### src/rtl/result_bcd_converter_pkg.sv
// result_bcd_converter_pkg: shared FSM encoding and seven-segment constants
// Segment patterns are active-low in g..a order (bit 6 = g, bit 0 = a).
package result_bcd_converter_pkg;
   typedef enum logic [1:0] {IDLE, SHIFT, DONE} state_t;
   localparam logic [6:0] SEG_BLANK = 7'b1111111;
   localparam logic [6:0] SEG_MINUS = 7'b0111111;
   // Index 9 first so that SEG_TABLE[d] yields the pattern for digit d.
   localparam logic [9:0][6:0] SEG_TABLE = {
      7'b0010000, 7'b0000000, 7'b1111000, 7'b0000010, 7'b0010010,
      7'b0011001, 7'b0110000, 7'b0100100, 7'b1111001, 7'b1000000
   };
endpackage

### src/rtl/bcd_to_7seg.sv
// bcd_to_7seg: one BCD nibble to active-low seven-segment pattern
// Ports: d = BCD digit in, seg = active-low segments g..a out.
// Values above 9 never occur from the converter and decode as blank.
module bcd_to_7seg
   import result_bcd_converter_pkg::*;
(
   input  logic [3:0] d,
   output logic [6:0] seg
);
   assign seg = (d <= 4'd9) ? SEG_TABLE[d] : SEG_BLANK;
endmodule

### src/rtl/result_bcd_converter.sv
// result_bcd_converter: sequential double-dabble conversion of an adder result to BCD and seven-segment
// Ports: Clock/Reset (async, active-high); Z, Overflow, Signed, Start in;
//        Busy, Done, Digits (packed BCD, digit 0 in [3:0]), Negative, OvfOut, HEX (active-low, sign on top) out.
module result_bcd_converter
   import result_bcd_converter_pkg::*;
#(
   parameter int n  = 8,
   parameter int ND = 3
)(
   input  logic                  Clock,
   input  logic                  Reset,
   input  logic [n-1:0]          Z,
   input  logic                  Overflow,
   input  logic                  Signed,
   input  logic                  Start,
   output logic                  Busy,
   output logic                  Done,
   output logic [4*ND-1:0]       Digits,
   output logic                  Negative,
   output logic                  OvfOut,
   output logic [7*(ND+1)-1:0]   HEX
);
   localparam int CW = $clog2(n + 1);
   state_t state, state_next;
   logic [CW-1:0] cnt;
   logic [4*ND-1:0] bcd, bcd_adj;
   logic [n-1:0] mag, mag_load;
   logic [4*ND+n-1:0] sh;
   logic neg_c, ovf_c, is_neg, last;
   assign is_neg   = Signed && Z[n-1];
   // Two's-complement negate in n bits; -2^(n-1) maps onto itself, read as unsigned 2^(n-1).
   assign mag_load = is_neg ? (~Z) + n'(1) : Z;
   assign last     = (cnt == CW'(n - 1));
   assign sh       = {bcd_adj, mag} << 1;
   always_comb begin
      bcd_adj = bcd;
      for (int i = 0; i < ND; i++)
         bcd_adj[4*i +: 4] = (bcd[4*i +: 4] >= 4'd5) ? bcd[4*i +: 4] + 4'd3 : bcd[4*i +: 4];
   end
   always_comb begin
      state_next = state;
      Busy       = 1'b0;
      Done       = 1'b0;
      unique case (state)
         IDLE:    state_next = Start ? SHIFT : IDLE;
         SHIFT: begin
            Busy       = 1'b1;
            state_next = last ? DONE : SHIFT;
         end
         DONE: begin
            Done       = 1'b1;
            state_next = IDLE;
         end
         default: state_next = IDLE;
      endcase
   end
   always_ff @(posedge Clock or posedge Reset) begin
      if (Reset) begin
         state    <= IDLE;
         cnt      <= '0;
         bcd      <= '0;
         mag      <= '0;
         neg_c    <= 1'b0;
         ovf_c    <= 1'b0;
         Digits   <= '0;
         Negative <= 1'b0;
         OvfOut   <= 1'b0;
      end else begin
         state <= state_next;
         if (state == IDLE && Start) begin
            cnt   <= '0;
            bcd   <= '0;
            mag   <= mag_load;
            neg_c <= is_neg;
            ovf_c <= Overflow;
         end else if (state == SHIFT) begin
            {bcd, mag} <= sh;
            cnt        <= cnt + CW'(1);
            // Final iteration: publish the shifted result directly so all three outputs change together.
            if (last) begin
               Digits   <= sh[n +: 4*ND];
               Negative <= neg_c;
               OvfOut   <= ovf_c;
            end
         end
      end
   end
   genvar g;
   generate
      for (g = 0; g < ND; g++) begin : g_seg
         bcd_to_7seg u_seg (.d(Digits[4*g +: 4]), .seg(HEX[7*g +: 7]));
      end
   endgenerate
   assign HEX[7*ND +: 7] = Negative ? SEG_MINUS : SEG_BLANK;
endmodule

### config.mk
export PLATFORM = sky130hd
export DESIGN_NAME = result_bcd_converter
export DESIGN_NICKNAME = d
export VERILOG_FILES = /design/src/rtl/result_bcd_converter_pkg.sv /design/src/rtl/bcd_to_7seg.sv /design/src/rtl/result_bcd_converter.sv
export SDC_FILE = /design/constraint.sdc
export NUM_CORES = 1
export LEC_CHECK = 0
export ABC_AREA = 1
export ABC_CLOCK_PERIOD_IN_PS = 1200
export CAP_MARGIN = 20
export CORE_MARGIN = 1.5
export CORE_UTILIZATION = 35
export DETAILED_ROUTE_END_ITERATION = 8
export HOLD_SLACK_MARGIN = 0.12
export PLACE_DENSITY_LB_ADDON = 0.12
export SLEW_MARGIN = 20
export SYNTH_ARGS = -nofsm -noshare
export SYNTH_HDL_FRONTEND = slang
export SYNTH_SLANG_ARGS = --single-unit
### constraint.sdc
create_clock -name Clock -period 1.2 [get_ports Clock]
set_input_delay 0.24 -clock Clock [delete_from_list [all_inputs] [get_ports Clock]]
set_output_delay 0.24 -clock Clock [all_outputs]
set_load 0.1 [all_outputs]
## Word level (Yosys, flattened, before mapping)

Memories as Yosys holds them, arrays and structs flattened.
Cells that the tools add are included.

| storage, ports and cells | value |
|---|---|
| register bits after elaboration | 42 |
| bits in read-only memories | 336 |
| input bits | 13 |
| output and inout port bits | 44 |
| word-level logic and storage cells | 58 |
| memories kept | 3 |

Memory list:

| name | depth | width | read ports | clocked after Yosys merged registers in | wr ports | RTL line | RTL |
|---|---|---|---|---|---|---|---|
| (name not given) | 16 | 7 | 1 | 0 | 0 | bcd_to_7seg.sv:10 | `assign seg = (d <= 4'd9) ? SEG_TABLE[d] : SEG_BLANK;` |
| (name not given) | 16 | 7 | 1 | 0 | 0 | bcd_to_7seg.sv:10 |  |
| (name not given) | 16 | 7 | 1 | 0 | 0 | bcd_to_7seg.sv:10 |  |

| cells by class | value |
|---|---|
| add/sub/neg operators | 5 |
| $lt $le $gt $ge | 9 |
| equal/unequal tests | 3 |
| mux-type cells | 22 |
| bitwise gates (word level) | 2 |
| reductions and logical operators | 5 |

Operators by type and width:

| cell | number |
|---|---|
| 2-to-1 mux 7 bit | 7 |
| 2-to-1 mux 12 bit | 2 |
| 2-to-1 mux 8 bit | 3 |
| 2-to-1 mux 4 bit | 4 |
| less-than comparator 4 x 5 -> 1 bit (second input constant) | 3 |
| greater-or-equal comparator 4 x 3 -> 1 bit (second input constant) | 3 |
| <= comparator 4 bit (second input constant) | 3 |
| adder 4 x 2 -> 4 bit (second input constant) | 2 |
| adder 8 x 1 -> 8 bit (second input constant) | 1 |
| NOT 8 bit | 1 |
| adder 4 x 1 -> 4 bit (second input constant) | 1 |
| == test 4 x 3 -> 1 bit (second input constant) | 1 |
| one-hot mux 2 bit (2 select lines) | 1 |
| adder 3 x 2 -> 3 bit (second input constant) | 1 |
| 2-to-1 mux 1 bit | 3 |
| 2-to-1 mux 3 bit | 1 |
| AND reduction 3 bit | 1 |
| == test 2 x 1 -> 1 bit (second input constant) | 1 |
| == test 2 bit (second input constant) | 1 |
| logical AND 1 bit | 2 |
| zero test 2 bit | 1 |
| 2-to-1 mux 2 bit | 1 |
| nonzero test 2 bit | 1 |
| NOT 1 bit | 1 |

## Longest topological paths before layout

Gate-level depths: netlist of run 1.

| logic depth | value |
|---|---|
| word-level depth | 4 |
| mapped depth | 9 |
| gate-level depth less buffers | 9 |

## Cells and area by module

A second synthesis of run 1 with hierarchy kept.

| unflattened totals | value |
|---|---|
| cells, all modules | 360 |
| area, all modules | 2798.9 sq um |

Modules (own cells, without submodules):

| module | instances | cells each | area each (sq um) | sequential area each (sq um) |
|---|---|---|---|---|
| result_bcd_converter | 1 | 267 | 2209.6 | 1051.0 |
| bcd_to_7seg | 3 | 31 | 196.4 | 0.0 |

## Worst setup path after synthesis of run 1

Ideal clock, no wire load.

| path | value |
|---|---|
| path kind | reg2out |
| start point | reg Digits[4] |
| end point | out HEX[11] |
| data arrival time | 4.943 ns |
| data required time | 0.960 ns |
| path slack | -3.983 ns |
| cell stages (with the launch flop) | 4 |
| path buffers | 0 |
| cell sequence | dfrtp_1 -> inv_1 -> ha_1 -> o311ai_0 |

| on the way | value |
|---|---|
| longest elaborated chain between the ends | 3 |
| elaborated cells between the ends (all ways) | 4 |
| classes of those cells | 1 x order compare; 2 x mux; 1 x memory |

RTL lines:

| what | RTL line | RTL |
|---|---|---|
| start, declared | result_bcd_converter.sv:18 | `output logic [4*ND-1:0] Digits,` |
| start signal, assigned | result_bcd_converter.sv:81 | `Digits <= sh[n +: 4*ND];` |
| memory read (16 x 7 bit) | n/a |  |
| 2-to-1 mux 7 bit (not written as such) | bcd_to_7seg.sv:10 |  |
| 2-to-1 mux 7 bit (*) | bcd_to_7seg.sv:10 |  |
| end, declared | result_bcd_converter.sv:21 | `output logic [7*(ND+1)-1:0] HEX` |

Every way passes the cells marked *; elsewhere a longest branch is shown, timed or not. The select of a mux whose other input is x is not followed.

## Worst setup path after layout of run 1

| path | value |
|---|---|
| start point | reg Digits[4] |
| end point | out HEX[7] |

The elaborated chain is that of the path after synthesis.

==> reports/qor.yml, run 1 <==
status:
  outcome: "finished with violations"
  violations: "negative setup slack"
sta:
  setup_viol: 77
  max_freq_mhz: 518
  hold_viol_final: 0
  slew_viol_final: 0
  tns_ns: -22.01
  post-route-period-util: 1.61
  fin_crit_ns: 1.93
  setup_ws_ns: -0.732
  finalClockSkew_ns: 0.0126
  rsz0062_at_grt: "true"
worst_setup_path:
  critPathRequiredTime_ns: 0.96
  startpoint: "Digits[4]"
  cp.arrival_ns: 1.69
  worst-setup-path-type: "reg -> out"
  path_buf_inv: 2
  cp-start-kind: "register"
  crit_family: "flip-flops"
  reg2reg_to: "Digits[1]"
  reg2reg_depth: 8
  crit_slowest_cell: "dfrtp_4"
  cp-end-kind: "output pin"
  max_stage_delay_ns: 0.55
  crit_fanout: 5
  worstReg2RegStart: "bcd[0]"
  path_common_cell: "buf_12"
  reg2reg_slack_ns: -0.21
  cp_cell_sequence: "ha_4, nand2_4, nand3_4, buf_12, o21ai_4, buf_12"
global_route:
  grt_max_degree: 20
  grt_usage: 0.231
  met2_usage: 0.450
  grt_pass1_wl_um: 15200
  grt.met1_usage: 0.238
  gr-total-overflow: 0
  gr-usage-met3: 0.0410
  grt_pass1_vias: 3177
  top_usage_layer: "met2"
  antenna_found_initial: 0
finish:
  final_net_count: 556
  layout-drive-gt1-share: 0.693
  syn_to_final_growth_pct: 129
  n_antenna_cell: 0
detailed_routing:
  dr.pass1.iters: 4
  drtIter0Drc: 122
  vias: 3129
  drc: 0
  ant_nets: 0
  wl_um: 10800
  viasPerCell: 5.05
  post_drt_wl_per_cell_um: 17.4
clocking:
  clock_path_buffers: 2
  cts_tree: "yes"
  numCtsBuffers: 5
  cts_root_buf: "clkbuf_8"
  clk_pin_slew_ns: 0.09
  cts.sink_count: 42
  insertion_delay_ns: 0.32
  htree_levels: 2
synth:
  ys.flop_type: "dfrtp_1"
  ys_top_cells_by_count: "84 x nand2_1, 58 x o21ai_0, 48 x inv_1"
  ys_warn_count: 0
  synth_top_cells_by_area: "dfrtp_1 39%, nand2_1 12%, o21ai_0 11%"
  ys_ff_latch: 42
  synth_area_leader_cell: "dfrtp_1"
  synth_cell_types: 29
  synth.top_cell.area_share: 0.386
  yosysSeqAreaShare: 0.386
  synth_area_um2: 2720
  synth-async-reset-ratio: 1.00
  syn_area_per_cell_um2: 7.75
  syn_inst: 351
  yosysMostFrequentCell: "nand2_1"
  synth_edf_count: 0
min_path:
  min_path_type: "in -> async"
floorplanning:
  start_util: 0.369
  die_h_um: 91.2
  rows: 31
  ios: 57
  core_um2: 7370
  dieArea_um2: 8310
  die_width_um: 91.2
placed_design:
  numPortBuffers: 50
  post-dp-hpwl_um: 5720
  gp_congestion: 0.752
flow_run:
  drv_cap: 0
==> state kept, by name, indices dropped and copies added, names as in the netlist <==
register / flops
Digits: 12
bcd: 12
mag: 8
cnt: 4
state: 2
Negative: 1
OvfOut: 1
neg_c: 1
ovf_c: 1
==> what timing repair did <==
item / CTS / global route
gates resized for setup: 147 / 96
buffers inserted: 23 / 17
pin swaps: 39 / 40
hold buffers: 0 / 0
setup endpoints to repair: 66 / 78
gates cloned: 3 / 0
==> how the worst max path moves through the flow <==
stage / cells past startpoint / end / slack [ns]
after floorplan: 3 / HEX[18] / -0.80
after global placement: 5 / HEX[18] / -0.44
after detailed placement: 5 / HEX[18] / -0.48
after CTS: 5 / HEX[4] / -0.72
after global routing: 6 / HEX[7] / -0.76
final: 6 / HEX[7] / -0.73
==> final cells by class <==
type | instances | area [um^2]
inverters | 53 | 274
fillers | 342 | 1130
multi-input cells | 250 | 2540
clock inverters | 2 | 12.5
clock buffers | 6 | 82.6
flip-flops and latches | 42 | 1100
well taps | 99 | 124
repair buffers | 167 | 2090
repair inverters | 1 | 11.3
==> layout by cell type, fill, tap and decap left out, types with 14 or more instances in the layout <==
| cell type | n |
|---|---|
| buf_4 | 64 |
| buf_12 | 52 |
| nand2_1 | 46 |
| buf_6 | 36 |
| dfrtp_1 | 24 |
| inv_1 | 21 |
| o21ai_2 | 20 |
| o21ai_4 | 19 |
| ha_4 | 19 |
| nand2_4 | 18 |
| inv_2 | 17 |
| nand2_2 | 15 |
| o21ai_1 | 14 |
==> metrics by stage <==
step / utilization / instances / setup WS (ns) / area [um^2] / hold slack, ns
floorplan: - / 356 / -0.803 / 3330 / 0.232
global placement: 0.669 / 573 / -0.444 / 4930 / 0.468
detailed placement: 0.669 / 573 / -0.479 / 4930 / 0.473
CTS: 0.786 / 607 / -0.722 / 5790 / 0.222
global route: 0.847 / 620 / -0.763 / 6240 / 0.235
finish: 0.847 / 620 / -0.732 / 6240 / 0.210
==> cell families (layout without fill, tap and decap cells) <==
| kind of cell | count (synthesis) | count (layout) | share of synthesized area |
|---|---|---|---|
| compound gates | 80 | 80 | 0.155 |
| xor+xnor | 4 | 4 | 0.0129 |
| fa+ha+maj | 23 | 23 | 0.106 |
| buf+inv | 65 | 229 | 0.110 |
| flops | 42 | 42 | 0.386 |
| other cells | 1 | 6 | 0.00138 |
| simple gates | 136 | 137 | 0.228 |
==> layer usage <==
| layer | share of wire | vias to the layer above |
|---|---|---|
| met5 | 0 | - |
| met3 | 0.039 | 45 |
| met1 | 0.36 | 1502 |
| met4 | 0.047 | 0 |
| li1 | - | 1469 |
| met2 | 0.55 | 113 |
Power of run 1 is left out: the tool's default activity adds up to more than one toggle a clock period on the data nets, which glitch-free logic cannot reach.
==> inputs of run 2 (changes only) <==
CAP_MARGIN = 10   (was 20)
DONT_BUFFER_PORTS = 1   (was not set)
==> reports/qor.yml, run 2 (same netlist as run 1, synthesis figures left out) <==
floorplanning:
  rows: 31
  dieArea_um2: 8310
  ios: 57
  core_um2: 7370
  die_h_um: 91.2
  die_width_um: 91.2
  start_util: 0.369
global_route:
  grt_usage: 0.202
  grt_pass1_vias: 2974
  grt_pass1_wl_um: 13700
  gr-total-overflow: 0
  grt_max_degree: 20
  antenna_found_initial: 0
detailed_routing:
  post_drt_wl_per_cell_um: 14.3
  met3WireLength_um: 297
  viasPerCell: 4.82
  wl_um: 8370
  vias: 2817
  top_layer: "met4"
  drc: 0
  dr.pass1.iters: 4
  wl_met2_um: 4690
  wl_met1_um: 3220
  drtIter0Drc: 110
  ant_nets: 0
clocking:
  cts.sink_count: 42
  cts_root_buf: "clkbuf_8"
  numCtsBuffers: 5
  clk_pin_slew_ns: 0.09
  clock_path_buffers: 2
  insertion_delay_ns: 0.31
  cts_tree: "yes"
  htree_levels: 2
worst_setup_path:
  worst-setup-path-type: "reg -> out"
  cp.arrival_ns: 1.65
  cp-end-kind: "output pin"
  crit_fanout: 4
  critPathRequiredTime_ns: 0.96
  cp-start-kind: "register"
sta:
  timing.hold.ws_ns: 0.125
  post-route-period-util: 1.58
  hold_viol_final: 0
  slew_viol_final: 0
  max_freq_mhz: 528
  setup_viol: 71
  fin_crit_ns: 1.89
  finalClockSkew_ns: 0.0116
  setup_ws_ns: -0.692
  rsz0062_at_grt: "true"
placed_design:
  numPortBuffers: 0
  dp_slack_ns: -0.414
  post-dp-hpwl_um: 5270
  gp_congestion: 0.775
min_path:
  min_path_type: "in -> reg"
finish:
  final_cell_mix: "58 x nand2_1, 50 x buf_4, 39 x buf_6"
  final_net_count: 520
  syn_to_final_growth_pct: 106
  seq_area_um2: 1100
  final_common_cell: "nand2_1"
  layout-drive-gt1-share: 0.637
  largest_registers: "Digits: 12 flops, bcd: 12 flops, mag: 8 flops"
  n_antenna_cell: 0
  fillers: 483
  multi_input_area_um2: 2440
status:
  violations: "negative setup slack"
  outcome: "finished with violations"
flow_run:
  drv_cap: 0
## run 2: cell types whose count changed in the layout (fill, tap and decap cells not counted), moves of 4 or more
cell	previous run	this run
buf_12	52	37
buf_4	64	50
clkdlybuf4s50_1	12	0
dlygate4sd3_1	0	4
nand2_1	46	58
nand2_2	15	8
nand2_4	18	13
o21ai_1	14	19
o21ai_2	20	14
## run 2: path summary, 6_finish.rpt
kind                           start        end  slack [ns]  cells after the start
max                        Digits[5]    HEX[11]       -0.69                      4
min                             Z[0]     mag[0]        0.13                      2
max reg2reg                   bcd[5]  Digits[5]       -0.16                      7
min reg2reg                   mag[5]     mag[5]        0.49                      2
max in group asynchronous      Reset  Digits[6]        0.33                      3
min in group asynchronous      Reset     bcd[3]        0.38                      2
## run 2: per-stage QoR
step | TNS, ns | instance area [um^2] | util | cells
2_1_floorplan | -13.89 | 3330 | - | 356
3_3_place_gp | -8.29 | 4360 | 0.591 | 542
3_5_place_dp | -9.41 | 4360 | 0.591 | 542
4_1_cts | -17.35 | 5230 | 0.710 | 575
5_1_grt | -21.78 | 5620 | 0.762 | 584
6_report | -18.22 | 5620 | 0.762 | 584
## run 2: per-layer routing
metal,GRT usage,up-vias
met3,0.0310,12
met5,0,-
met2,0.391,64
li1,-,1390
met1,0.228,1351
met4,0.0508,0
## run 2: worst max-delay path, cell delays in order, from the launching register on
cell and delay, ns:
dfrtp_4 0.52, buf_6 0.15, ha_2 0.20, o311ai_4 0.26, buf_12 0.21
## run 2: final cells by class
type / count / share of cell area
inverter: 53 / 0.0461
tap: 99 / 0.0220
timing repair buffer: 130 / 0.284
timing repair inverter: 1 / 0.00156
multi-input combinational: 251 / 0.434
clock inverter: 2 / 0.00223
clock buffer: 6 / 0.0147
sequential: 42 / 0.196
## run 2: repair_timing
| action | CTS | global route |
|---|---|---|
| buffers inserted | 19 | 9 |
| hold buffers | 4 | 0 |
| gates cloned | 2 | 1 |
| hold endpoints to repair | 45 | 0 |
| pin swaps | 40 | 39 |
| setup endpoints to repair | 66 | 76 |
| resized for setup | 153 | 84 |
Power of run 2 is left out for the same reason.
